--- src/rtl/array_drain_deskew.sv ---
// Drain-side collector for the systolic array: deskews the staggered column sums,
// requantizes them with shift/round/saturate, and queues rows in a small drop-on-full FIFO.
module array_drain_deskew #(
  parameter int COLS          = 4,
  parameter int ACC_WIDTH     = 24,
  parameter int OUT_WIDTH     = 8,
  parameter int DEPTH         = 4,
  parameter int ROWS_PER_TILE = 4
) (
  input  logic                          clk,
  input  logic                          rst_n,
  input  logic                          i_clear,
  input  logic                          i_valid,
  input  logic [COLS*ACC_WIDTH-1:0]     i_y_p,
  input  logic [4:0]                    i_shift,
  input  logic                          i_ready,
  output logic                          o_valid,
  output logic [COLS*OUT_WIDTH-1:0]     o_data,
  output logic                          o_last,
  output logic                          o_overflow
);

  localparam int AW = $clog2(DEPTH);
  localparam int TW = (ROWS_PER_TILE > 1) ? $clog2(ROWS_PER_TILE) : 1;
  localparam logic [TW-1:0] TILE_LAST = TW'(ROWS_PER_TILE - 1);
  localparam int RW = COLS*OUT_WIDTH + 1;
  localparam logic signed [ACC_WIDTH:0] SAT_HI = (ACC_WIDTH+1)'(2**(OUT_WIDTH-1) - 1);
  localparam logic signed [ACC_WIDTH:0] SAT_LO = ~SAT_HI;

  function automatic logic [OUT_WIDTH-1:0] requant(input logic [ACC_WIDTH-1:0] x,
                                                   input logic [4:0] sh);
    logic signed [ACC_WIDTH:0] ext;
    logic signed [ACC_WIDTH:0] one;
    logic signed [ACC_WIDTH:0] r;
    int s;
    s   = (int'(sh) > ACC_WIDTH-1) ? ACC_WIDTH-1 : int'(sh);
    ext = {x[ACC_WIDTH-1], x};
    one = (ACC_WIDTH+1)'(1);
    if (s > 0) r = (ext + (one <<< (s-1))) >>> s;
    else       r = ext;
    if (r > SAT_HI)      r = SAT_HI;
    else if (r < SAT_LO) r = SAT_LO;
    return r[OUT_WIDTH-1:0];
  endfunction

  // Deskew: column j is sampled j cycles late, so it gets COLS-j stages.
  logic [COLS-1:0]      dv;
  logic [ACC_WIDTH-1:0] aligned [COLS];

  always_ff @(posedge clk or negedge rst_n) begin
    if (!rst_n) begin
      dv <= '0;
    end else if (i_clear) begin
      dv <= '0;
    end else begin
      dv[0] <= i_valid;
      for (int k = 1; k < COLS; k++) dv[k] <= dv[k-1];
    end
  end

  for (genvar j = 0; j < COLS; j++) begin : g_col
    logic [ACC_WIDTH-1:0] pipe [COLS-j];
    always_ff @(posedge clk) begin
      pipe[0] <= i_y_p[j*ACC_WIDTH +: ACC_WIDTH];
      for (int k = 1; k < COLS-j; k++) pipe[k] <= pipe[k-1];
    end
    assign aligned[j] = pipe[COLS-1-j];
  end

  logic [COLS*OUT_WIDTH-1:0] q_data;
  logic                      q_valid;
  logic                      q_last;
  logic [TW-1:0]             tile_cnt;

  always_ff @(posedge clk) begin
    for (int j = 0; j < COLS; j++)
      q_data[j*OUT_WIDTH +: OUT_WIDTH] <= requant(aligned[j], i_shift);
  end

  // Tile framing counts every requantized row, dropped or not.
  always_ff @(posedge clk or negedge rst_n) begin
    if (!rst_n) begin
      q_valid  <= 1'b0;
      q_last   <= 1'b0;
      tile_cnt <= '0;
    end else if (i_clear) begin
      q_valid  <= 1'b0;
      q_last   <= 1'b0;
      tile_cnt <= '0;
    end else begin
      q_valid <= dv[COLS-1];
      if (dv[COLS-1]) begin
        q_last   <= (tile_cnt == TILE_LAST);
        tile_cnt <= (tile_cnt == TILE_LAST) ? '0 : tile_cnt + TW'(1);
      end
    end
  end

  logic [AW:0]   wr_ptr;
  logic [AW:0]   rd_ptr;
  logic [RW-1:0] mem [DEPTH];
  logic [RW-1:0] head;
  logic          empty;
  logic          full;
  logic          pop;
  logic          push;
  logic          drop;

  assign empty = (wr_ptr == rd_ptr);
  assign full  = (wr_ptr[AW] != rd_ptr[AW]) && (wr_ptr[AW-1:0] == rd_ptr[AW-1:0]);
  assign pop   = !empty && i_ready;
  assign push  = q_valid && (!full || pop);
  assign drop  = q_valid && full && !pop;
  assign head  = mem[rd_ptr[AW-1:0]];

  always_ff @(posedge clk) begin
    if (push && !i_clear) mem[wr_ptr[AW-1:0]] <= {q_last, q_data};
  end

  always_ff @(posedge clk or negedge rst_n) begin
    if (!rst_n) begin
      wr_ptr     <= '0;
      rd_ptr     <= '0;
      o_overflow <= 1'b0;
    end else if (i_clear) begin
      wr_ptr     <= '0;
      rd_ptr     <= '0;
      o_overflow <= 1'b0;
    end else begin
      if (push) wr_ptr <= wr_ptr + (AW+1)'(1);
      if (pop)  rd_ptr <= rd_ptr + (AW+1)'(1);
      if (drop) o_overflow <= 1'b1;
    end
  end

  // Head is masked while empty so the outputs read zero after reset or clear.
  assign o_valid = !empty;
  assign o_data  = empty ? '0 : head[COLS*OUT_WIDTH-1:0];
  assign o_last  = !empty && head[RW-1];

endmodule

--- config.mk ---
export PLATFORM = sky130hd
export DESIGN_NAME = array_drain_deskew
export DESIGN_NICKNAME = d
export VERILOG_FILES = /design/src/rtl/array_drain_deskew.sv
export SDC_FILE = /design/constraint.sdc
export NUM_CORES = 1
export LEC_CHECK = 0
export BUFFER_PORTS_ARGS = -buffer_cell sky130_fd_sc_hd__buf_4
export CAP_MARGIN = 25
export CELL_PAD_IN_SITES_DETAIL_PLACEMENT = 0
export CELL_PAD_IN_SITES_GLOBAL_PLACEMENT = 2
export CORE_MARGIN = 5
export CORE_UTILIZATION = 42
export DETAILED_ROUTE_END_ITERATION = 16
export PLACE_DENSITY = 0.94
export SLEW_MARGIN = 20
export SYNTH_ARGS = -nofsm -noshare
export SYNTH_HDL_FRONTEND = slang
export SYNTH_SLANG_ARGS = --single-unit
export TNS_END_PERCENT = 100
--- constraint.sdc ---
create_clock -name clk -period 10.34 [get_ports clk]
set_input_delay 1.034 -clock clk [delete_from_list [all_inputs] [get_ports clk]]
set_output_delay 1.034 -clock clk [all_outputs]
set_load 0.05 [all_outputs]
==> results.rst <==
.. list-table::
   :header-rows: 1

   * - Metric
     - Value
   * - Run status
     - finished, final reports clean
   * - Top cell by count, worst path
     - sky130_fd_sc_hd__nand2_1
   * - DIE AREA
     - roughly 70000 µm²
   * - Total global-route track usage
     - 0.360
   * - R2r worst-path depth
     - 17
   * - Startpoint of the lowest-slack register-to-register path
     - g_col[2].pipe[0][24]$_DFF_P_
   * - Final Power
     - about 4400 µW
   * - First-pass GRT wire length
     - 187000 µm
   * - Crit path max fanout
     - 27
   * - Post-CTS clock slew at the launch and capture registers of the worst setup and hold paths
     - about 0.07 ns
   * - Effective utilization at floorplan
     - 0.426
   * - Post-layout nets
     - between 3000 and 4000
   * - Core Footprint
     - between 60000 and 70000 µm²
   * - Overflow left after global routing
     - 0
   * - Share of flip-flops with an asynchronous set or reset
     - 0.0358
   * - Max cap viols
     - 0
   * - Cts bufs inserted
     - 42
   * - Share of post-route cells with drive strength above 1
     - 0.149
   * - Maximum count of clock buffers along a single path
     - 3
   * - Post-Place Worst Slack
     - 1.69 ns
   * - Worst slew slack as a fraction of its limit
     - 0.131
   * - Commonest cells after routing, fill and taps aside
     - sky130_fd_sc_hd__nand2_1 (288), sky130_fd_sc_hd__dfxtp_1 (272), sky130_fd_sc_hd__nor2_1 (251)
   * - Mapped Nets
     - roughly 3300
   * - Static leakage
     - between 0.01 and 0.015 µW
   * - Vias after detailed routing
     - ~27000
   * - Number of enable-type register cells in the synthesized netlist
     - between 100 and 150
   * - Number of antenna violations at the first check in global routing
     - 10
   * - Critical R2R Capture
     - q_data[19]$_SDFF_PN1_
   * - Number of max-slew violations in the final report
     - 0
   * - Proportion of synthesized chip area in sequential cells
     - 0.363
   * - I/O Buffers
     - 140
   * - Most used flip-flop cell after synthesis
     - sky130_fd_sc_hd__dfxtp_1
   * - Most area-consuming cells after synthesis
     - sky130_fd_sc_hd__dfxtp_1 (20%), sky130_fd_sc_hd__edfxtp_1 (15%), sky130_fd_sc_hd__nand2_1 (4.0%)
   * - Fraction of post-synthesis cell area in the top cell type by area
     - 0.202
   * - Post-route setup slack
     - around 2.0 ns
   * - Worst R2R Setup Slack
     - between 4 and 5 ns
   * - Biggest cell delay along the critical path
     - ~0.8 ns
   * - Die span in y
     - 263 µm
   * - Estimated wirelength of the detail-placed design
     - a little under 100000 µm
   * - Average wire per cell in the routed design
     - around 32 µm
   * - Hold-fix buffers at CTS
     - 0
   * - Number of iterations in the first detailed-routing pass
     - 6
   * - Kind of start point of the critical path
     - primary input
   * - Critical-path top delay cell
     - sky130_fd_sc_hd__a311oi_1
   * - Standard-cell row count
     - approximately 90
   * - Worst endpoint data arrival time
     - between 8 and 9 ns
   * - Largest clock skew in the final design
     - about 0.056 ns
   * - Type of the worst setup path
     - primary input to flip-flop
   * - Starting DRC count in detailed routing
     - 3728
   * - Worst Path Required
     - about 11 ns
   * - Class of the most critical hold timing path
     - primary input to async pin
   * - Max Fclk
     - about 120 MHz
   * - Wire length reported by the detailed router
     - ~130000 µm
   * - Via count of the first global-routing pass
     - about 26000
   * - Number of vias per cell
     - approximately 6.8
   * - Actual slew at the worst max-slew pin
     - 1.30 ns
   * - CTS resizes
     - 0
   * - Leading cell type in the layout, fill and taps excluded
     - sky130_fd_sc_hd__nand2_1
   * - Fraction of the cycle the final worst path needs
     - 0.806
   * - Total of endpoints with negative setup slack in the final report
     - 0
   * - Boundary pin count
     - ~140
   * - Buffers plus inverters on the worst setup path
     - 5
   * - Number of synthesis warnings
     - 0
   * - Min cycle time layout
     - 8.34 ns
   * - Unrepaired setup endpoints after global routing
     - no
   * - Number of distinct library cells after synthesis
     - 127
   * - Growth of design area from synthesis to finish
     - 12.8%
   * - Fin. Hold Viols
     - 0
   * - Cell type with the highest aggregate area in the netlist
     - sky130_fd_sc_hd__dfxtp_1
   * - Clock tree from TritonCTS
     - done
   * - Root buffer cell
     - sky130_fd_sc_hd__clkbuf_16
   * - Power per cell area
     - roughly 150 nW/µm²
   * - Area of the mapped netlist
     - between 20000 and 30000 µm²
   * - Overall die width
     - around 260 µm
   * - Total DRC errors in the routed layout
     - 0
   * - Syn Inst Count
     - 3097
   * - Number of synthesized register bits
     - 419
   * - Count of clock tree sinks
     - ~420
   * - Synthesized area per cell
     - between 8 and 9 µm²
   * - Largest net degree at the start of global routing
     - 56
   * - Number of H-tree levels
     - 2
   * - Worst Setup End Kind
     - flip-flop
   * - Total Neg Setup Slack
     - 0 ns
   * - Gpl congestion
     - about 1.1
   * - Clock network latency to the later pin of the worst-skew pair
     - just over 0.6 ns
   * - Post-route antenna net violation count
     - 0
   * - Peak supply drop
     - between 0.0001 and 0.00015 V
   * - Final-layout worst hold slack
     - around 0.28 ns
   * - Family with the most delay on the worst path
     - simple AND/OR/NAND/NOR gates
   * - Post-CTS setup buffer count
     - 0
==> cell usage after synthesis, drive strengths merged (21+ instances only) <==
cell and count:
a21oi 210, a221oi 27, and2 33, clkbuf 158, buf 58, o21a 22, edfxtp 132, nor4 29
o21ai 228, nand4 39, nand2 289, o31ai 26, mux4 34, o221ai 21, nor2b 61, nor3 79
o211ai 50, xnor2 84, and3 44, inv 62, mux2i 60, a22oi 24, maj3 21, nand3 80
a211oi 77, a31oi 58, ha 60, a21o 51, xor2 35, o22ai 32, nor2 268, dfxtp 272
==> through the flow <==
step / util / cells / cell area (µm²)
floorplan: - / 3097 / 26900
global placement: 0.458 / 3962 / 29000
detailed placement: 0.458 / 3963 / 29000
CTS: 0.480 / 4041 / 30400
global route: 0.480 / 4042 / 30400
finish: 0.480 / 4047 / 30400
==> kinds of logic (layout without fill, tap and decap cells) <==
kind of cell,count (synthesis),count (layout),share of synthesized area
simple gates,1040,1040,0.191
fa+ha+maj,85,85,0.0386
flops,419,419,0.363
other cells,0,5,0
mux,110,110,0.0574
xor+xnor,119,119,0.0401
compound gates,1043,1043,0.268
buf+inv,281,380,0.0414
==> flip-flops by register name (all words and copies together), names as in the netlist <==
register,cells
q_data,32
o_overflow,1
q_valid,1
rd_ptr,3
tile_cnt,2
wr_ptr,3
g_col.pipe,240
q_last,1
dv,4
mem,132
==> worst max-delay path by stage <==
stage,startpoint,to,slack [ns],depth (start not counted)
after detailed placement,i_shift[3],q_data[19]$_SDFF_PN1_,1.69,27
final,i_shift[3],q_data[19]$_SDFF_PN1_,2.00,28
after global placement,i_shift[3],q_data[22]$_SDFF_PN1_,1.76,26
after floorplan,i_shift[3],q_data[10]$_SDFF_PN1_,1.35,37
after global routing,i_shift[3],q_data[19]$_SDFF_PN1_,1.78,27
after CTS,i_shift[3],q_data[19]$_SDFF_PN1_,2.31,27
==> area by class of cell <==
| class | instances | area, µm² |
|---|---|---|
| timing repair buffer | 237 | 1780 |
| inverter | 65 | 245 |
| multi-input combinational | 2397 | 16100 |
| fill | 6153 | 32900 |
| clock buffer | 54 | 1150 |
| sequential | 419 | 9790 |
| clock inverter | 24 | 233 |
| tap | 846 | 1060 |
| antenna | 5 | 12.5 |
==> layer usage <==
layer,global-route usage,part of all wire,vias to the layer above
met5,0,0.00030,-
li1,-,-,11900
met4,0.199,0.070,6
met1,0.467,0.39,13300
met3,0.0968,0.11,453
met2,0.546,0.43,1830
==> where the power goes <==
group / internal, µW / switching [µW] / leakage [µW]
clock: 832 / 693 / 0.000675
sequential: 1770 / 87.9 / 0.00367
combinational: 332 / 708 / 0.00729
No activity file was read; power rests on OpenSTA's default activity.
